<file path="src/rtl/fifo_pkg.sv">
// ----------------------------------------------------------------------------
// fifo_pkg
//   Shared definitions for the RegisterFile-backed FIFO controller:
//   default geometry, default almost-full/almost-empty thresholds and a
//   helper that sizes the occupancy counter for a given address width.
// ----------------------------------------------------------------------------
package fifo_pkg;

   localparam int DEF_AWIDTH   = 5;
   localparam int DEF_DWIDTH   = 16;
   localparam int DEF_DEPTH    = 2 ** DEF_AWIDTH;
   localparam int DEF_AF_LEVEL = 28;
   localparam int DEF_AE_LEVEL = 4;

   // The counter must hold 0..2**aw inclusive, which needs one extra bit.
   function automatic int cnt_width(input int aw);
      return aw + 1;
   endfunction

endpackage : fifo_pkg

</file>
<file path="src/rtl/wrap_ptr.sv">
// ----------------------------------------------------------------------------
// wrap_ptr
//   AWIDTH-bit pointer that increments on en and wraps naturally from
//   2**AWIDTH-1 back to 0.
// Ports:
//   clk   in   1        clock
//   rst   in   1        synchronous reset, active-high (highest priority)
//   clr   in   1        synchronous clear to 0
//   en    in   1        increment enable
//   ptr   out  AWIDTH   current pointer value (registered)
// ----------------------------------------------------------------------------
module wrap_ptr #(
   parameter int AWIDTH = 5
) (
   input  logic              clk,
   input  logic              rst,
   input  logic              clr,
   input  logic              en,
   output logic [AWIDTH-1:0] ptr
);

   logic [AWIDTH-1:0] ptr_r;

   // Pointer register: reset beats clear, clear beats increment.
   always_ff @(posedge clk) begin
      if (rst) begin
         ptr_r <= {AWIDTH{1'b0}};
      end else if (clr) begin
         ptr_r <= {AWIDTH{1'b0}};
      end else if (en) begin
         ptr_r <= ptr_r + {{(AWIDTH-1){1'b0}}, 1'b1};
      end else begin
         ptr_r <= ptr_r;
      end
   end

   assign ptr = ptr_r;

endmodule : wrap_ptr

</file>
<file path="src/rtl/regfile_fifo_ctrl.sv">
// ----------------------------------------------------------------------------
// regfile_fifo_ctrl
//   Synchronous FIFO controller using an external RegisterFile as storage.
//   Converts valid/ready handshakes on both sides into RegisterFile write
//   enable/address/data and read address. Read data is combinational from
//   the RegisterFile, so the head entry is visible as soon as it is counted.
// Ports:
//   clk, rst                 clock, synchronous active-high reset
//   flush                    synchronous clear of contents (rst wins)
//   in_valid/in_data/in_ready     producer stream
//   out_valid/out_data/out_ready  consumer stream (out_data = rf_rd_data)
//   rf_wr_en/rf_wr_addr/rf_wr_data  RegisterFile write port
//   rf_rd_addr/rf_rd_data           RegisterFile read port
//   level                    occupancy 0..DEPTH
//   almost_full              registered, level >= AF_LEVEL
//   almost_empty             registered, level <= AE_LEVEL
// ----------------------------------------------------------------------------
module regfile_fifo_ctrl
   import fifo_pkg::*;
#(
   parameter int AWIDTH   = DEF_AWIDTH,
   parameter int DWIDTH   = DEF_DWIDTH,
   parameter int AF_LEVEL = DEF_AF_LEVEL,
   parameter int AE_LEVEL = DEF_AE_LEVEL
) (
   input  logic                         clk,
   input  logic                         rst,
   input  logic                         flush,
   input  logic                         in_valid,
   input  logic [DWIDTH-1:0]            in_data,
   output logic                         in_ready,
   output logic                         out_valid,
   output logic [DWIDTH-1:0]            out_data,
   input  logic                         out_ready,
   output logic                         rf_wr_en,
   output logic [AWIDTH-1:0]            rf_wr_addr,
   output logic [DWIDTH-1:0]            rf_wr_data,
   output logic [AWIDTH-1:0]            rf_rd_addr,
   input  logic [DWIDTH-1:0]            rf_rd_data,
   output logic [cnt_width(AWIDTH)-1:0] level,
   output logic                         almost_full,
   output logic                         almost_empty
);

   localparam int                CW       = cnt_width(AWIDTH);
   localparam int                DEPTH    = 2 ** AWIDTH;
   localparam logic [CW-1:0]     DEPTH_C  = CW'(DEPTH);
   localparam logic [CW-1:0]     AF_C     = CW'(AF_LEVEL);
   localparam logic [CW-1:0]     AE_C     = CW'(AE_LEVEL);
   localparam logic [CW-1:0]     ONE_C    = CW'(1);
   localparam logic [CW-1:0]     ZERO_C   = {CW{1'b0}};

   logic [CW-1:0]     count_r;
   logic [CW-1:0]     count_nxt_s;
   logic              af_r;
   logic              ae_r;
   logic              af_nxt_s;
   logic              ae_nxt_s;
   logic              full_s;
   logic              empty_s;
   logic              in_ready_s;
   logic              out_valid_s;
   logic              push_s;
   logic              pop_s;
   logic [AWIDTH-1:0] wr_ptr_s;
   logic [AWIDTH-1:0] rd_ptr_s;

   // Handshake qualification. Full/empty come straight from the count so a
   // pop while full cannot be turned into a same-cycle push.
   always_comb begin
      full_s      = (count_r == DEPTH_C);
      empty_s     = (count_r == ZERO_C);
      in_ready_s  = !rst && !full_s;
      out_valid_s = !rst && !empty_s;
      push_s      = in_valid && in_ready_s;
      pop_s       = out_valid_s && out_ready;
   end

   // Next occupancy and the flag values it implies; flush discards any
   // handshake of the same cycle.
   always_comb begin
      count_nxt_s = count_r;
      if (flush) begin
         count_nxt_s = ZERO_C;
      end else if (push_s && !pop_s) begin
         count_nxt_s = count_r + ONE_C;
      end else if (pop_s && !push_s) begin
         count_nxt_s = count_r - ONE_C;
      end else begin
         count_nxt_s = count_r;
      end
      af_nxt_s = (count_nxt_s >= AF_C);
      ae_nxt_s = (count_nxt_s <= AE_C);
   end

   // Occupancy and almost flags, registered together so flags track level.
   always_ff @(posedge clk) begin
      if (rst) begin
         count_r <= ZERO_C;
         af_r    <= 1'b0;
         ae_r    <= 1'b1;
      end else begin
         count_r <= count_nxt_s;
         af_r    <= af_nxt_s;
         ae_r    <= ae_nxt_s;
      end
   end

   wrap_ptr #(.AWIDTH(AWIDTH)) u_wr_ptr (
      .clk (clk),
      .rst (rst),
      .clr (flush),
      .en  (push_s),
      .ptr (wr_ptr_s)
   );

   wrap_ptr #(.AWIDTH(AWIDTH)) u_rd_ptr (
      .clk (clk),
      .rst (rst),
      .clr (flush),
      .en  (pop_s),
      .ptr (rd_ptr_s)
   );

   assign in_ready     = in_ready_s;
   assign out_valid    = out_valid_s;
   assign out_data     = rf_rd_data;
   assign rf_wr_en     = push_s && !flush;
   assign rf_wr_addr   = wr_ptr_s;
   assign rf_wr_data   = in_data;
   assign rf_rd_addr   = rd_ptr_s;
   assign level        = count_r;
   assign almost_full  = af_r;
   assign almost_empty = ae_r;

endmodule : regfile_fifo_ctrl

</file>
<file path="config.mk">
export PLATFORM = sky130hd
export DESIGN_NAME = regfile_fifo_ctrl
export DESIGN_NICKNAME = d
export VERILOG_FILES = /design/src/rtl/fifo_pkg.sv /design/src/rtl/wrap_ptr.sv /design/src/rtl/regfile_fifo_ctrl.sv
export SDC_FILE = /design/constraint.sdc
export NUM_CORES = 1
export LEC_CHECK = 0
export CAP_MARGIN = 40
export CORE_MARGIN = 2
export CORE_UTILIZATION = 45
export CTS_BUF_LIST = sky130_fd_sc_hd__clkbuf_4 sky130_fd_sc_hd__clkbuf_8
export DETAILED_ROUTE_END_ITERATION = 8
export DONT_BUFFER_PORTS = 1
export HOLD_SLACK_MARGIN = 0.03
export PLACE_DENSITY_LB_ADDON = 0.2
export SYNTH_ARGS = -nofsm -noshare
export SYNTH_HDL_FRONTEND = slang
export SYNTH_SLANG_ARGS = --single-unit
</file>
<file path="constraint.sdc">
create_clock -name clk -period 2.2 [get_ports clk]
set_input_delay 0.66 -clock clk [delete_from_list [all_inputs] [get_ports clk]]
set_output_delay 0.66 -clock clk [all_outputs]
set_load 0.005 [all_outputs]
</file>
==> results.ini <==
[global_routing]
grt_usage_pct = 17.99
grt_pass1_vias = 988
grt_start_max_net_pins = 17
grt_util_met1_pct = 19.94
grt_use_met2_pct = 28.73
grt_pass1_wl_um = 4733
grt_busiest_layer = met2
use_met3_pct = 7.366
grt_overflow = 0
antenna_found_initial = 0

[sta]
rsz0062_at_grt = true
final-hold-violation-count = 0
finalSetupViolCount = 0
final_max_slew_viol_count = 0
layout_setup_ws_ns = 0.004160
max_freq_mhz = 455.4
finalCritPeriodShare_pct = 99.81
tightest_slew_ns = 0.5317
max_slew_margin_pct = 64.51
skew_ns = 0.006347
min_period_ns = 2.196

[worst_hold_path]
hp-class = input pin to register
hold_path_depth = 1

[placed_design]
dp_worst_setup_slack_ns = -0.02078
finalWeightedCongestion = 0.9308
portBuffers = 0
place_inst = 160
dp_hpwl_um = 2258

[clock_network]
hold_buffers = 0
clock_latency_ns = 0.29
cts_tree = done
clk_pin_slew_ns = 0.11
clockBufferDepth = 2
h-tree-depth = 1
clock_sinks = 18
cts-root-buf = clkbuf_4
cts_inserted_buffers = 3

[cells_and_area]
drive_above_1_share_pct = 25.37
layout.cells.non_filler = 165
mostFrequentLayoutCell = nor2_1
layout_common_cells = nor2_1, dfxtp_1, buf_4, xor2_1
n_fill_cell = 268
area_growth_pct = -4.155
post-route-util_pct = 45.66
n_antenna_cell = 0
nNetsFinal = 177

[synthesis]
yosysUniqueCellTypes = 41
postSynthRegisterBits = 18
synthArstFlopShare_pct = 0
ys.flop_type = dfxtp_1
synth-seq-area-share_pct = 27.20
synth-edff-count = 0
syn_area_um2 = 1325
syn_nets = 197
synth_warnings = 0
post_synth.cell_area_avg_um2 = 8.549
synth_cells = 155

[routing]
drtIter0Drc = 30
dr.pass1.iters = 4
ant_nets = 0
drc = 0
wl_um = 2954
routedWlPerCell_um = 17.90
vias_per_cell = 5.952
vias = 982

[worst_setup_path]
crit_cells = 5
reg2regPathDepth = 9
cpMaxStageDelayCell = or4b_4
crit_family = simple AND/OR/NAND/NOR gates
endpoint_kind = primary output
worst_setup_path_start_kind = register
slowest_delay_ns = 0.49
worst-path-buf-inv = 1
worstPathCellList = inv_2 -> ha_4 -> or4b_4 -> nor2_4 -> nor2_2
critPathRequiredTime_ns = 1.54
crit_arrival_ns = 1.54
cp_max_fo = 4
worstSetupPathType = register to primary output

[floorplanning]
io_pins = 90
fp-row-count = 19
die_w_um = 58.27
dieHeight_um = 58.27
core_um2 = 2781
initial_core_util_pct = 47.64
die_area_um2 = 3395

[pwr]
leakage_nw = 0.4976
power_mw = 0.6630
peakVddDrop_mv = 0.3033
powerDensity_nw_per_um2 = 522.1

[job]
max-cap-violations = 0

[run_status]
run_status = complete, no violations

[synth_stat cells (2+ instances only)]
cell type	instances	area (µm²)
a211oi_1	2	15.01
a21oi_1	4	20.02
and3_1	2	12.51
buf_4	32	240.2
buf_6	3	33.78
clkbuf_1	3	11.26
dfxtp_1	18	360.4
ha_1	5	62.56
inv_1	3	11.26
mux2i_1	6	60.06
nand2_1	4	15.01
nand2b_1	3	18.77
nand3b_1	3	22.52
nand4_1	4	25.02
nor2_1	21	78.83
nor2b_1	4	25.02
nor3_1	3	15.01
o211ai_1	2	15.01
xnor2_1	4	35.03
xor2_1	8	70.07
[path summary, 6_finish.rpt]
path / from / to / slack, ns
worst max-delay path: level[0] / out_valid / 0.004
worst min-delay path: rst / level[3] / 0.42
worst min register to register: u_wr_ptr.ptr[4] / u_wr_ptr.ptr[4] / 0.56
worst max register to register: level[0] / almost_empty / 0.05
[power by group]
| part | total (mW) | internal (mW) | switching, mW |
|---|---|---|---|
| logic | 0.121 | 0.0628 | 0.0578 |
| registers | 0.336 | 0.331 | 0.00581 |
| clock network | 0.206 | 0.101 | 0.105 |
| total | 0.663 | 0.494 | 0.169 |
[cell type report]
cell class                      instances  area, µm²  share of cell area [%]
Multi-Input combinational cell         95      711.9                   56.06
Sequential cell                        18      362.8                   28.57
Timing Repair Buffer                   14      108.9                   8.571
Tap cell                               31      38.79                   3.054
Clock buffer                            4      36.28                   2.857
Inverter                                3      11.26                  0.8867
[flip-flops by register name, summed over array words and instances (netlist names)]
register and cells:
level 6, u_rd_ptr.ptr 5, almost_empty 1, u_wr_ptr.ptr 5
almost_full 1
[metrics by stage]
step                hold WS [ns]  cell area (µm²)  setup TNS (ns)
finish                    0.4212             1270               0
global route              0.4086             1270        -0.09492
CTS                       0.4167             1257         -0.2258
detailed placement        0.5410             1179        -0.03103
global placement          0.5308             1179               0
floorplan                 0.5024             1333               0
[cell families after synthesis]
logic type      count (synthesis)  share of synthesized area (%)
simple gates                   53                          22.38
xor+xnor                       12                          7.932
flops                          18                          27.20
mux                             6                          4.533
buf+inv                        42                          22.76
compound gates                 19                          10.48
fa+ha+maj                       5                          4.721
[layer usage]
| layer | up-vias | wire (µm) |
|---|---|---|
| met4 | 0 | 154 |
| li1 | 453 | - |
| met3 | 22 | 334 |
| met2 | 65 | 1356 |
| met1 | 442 | 1108 |
| met5 | - | 0 |
[timing repair]
item,in CTS,in global routing
cloned,0,0
setup endpoints to repair,5,5
buffers inserted,1,1
pin swaps,1,4
resized for setup,8,3
(Power assumes the default switching activity.)
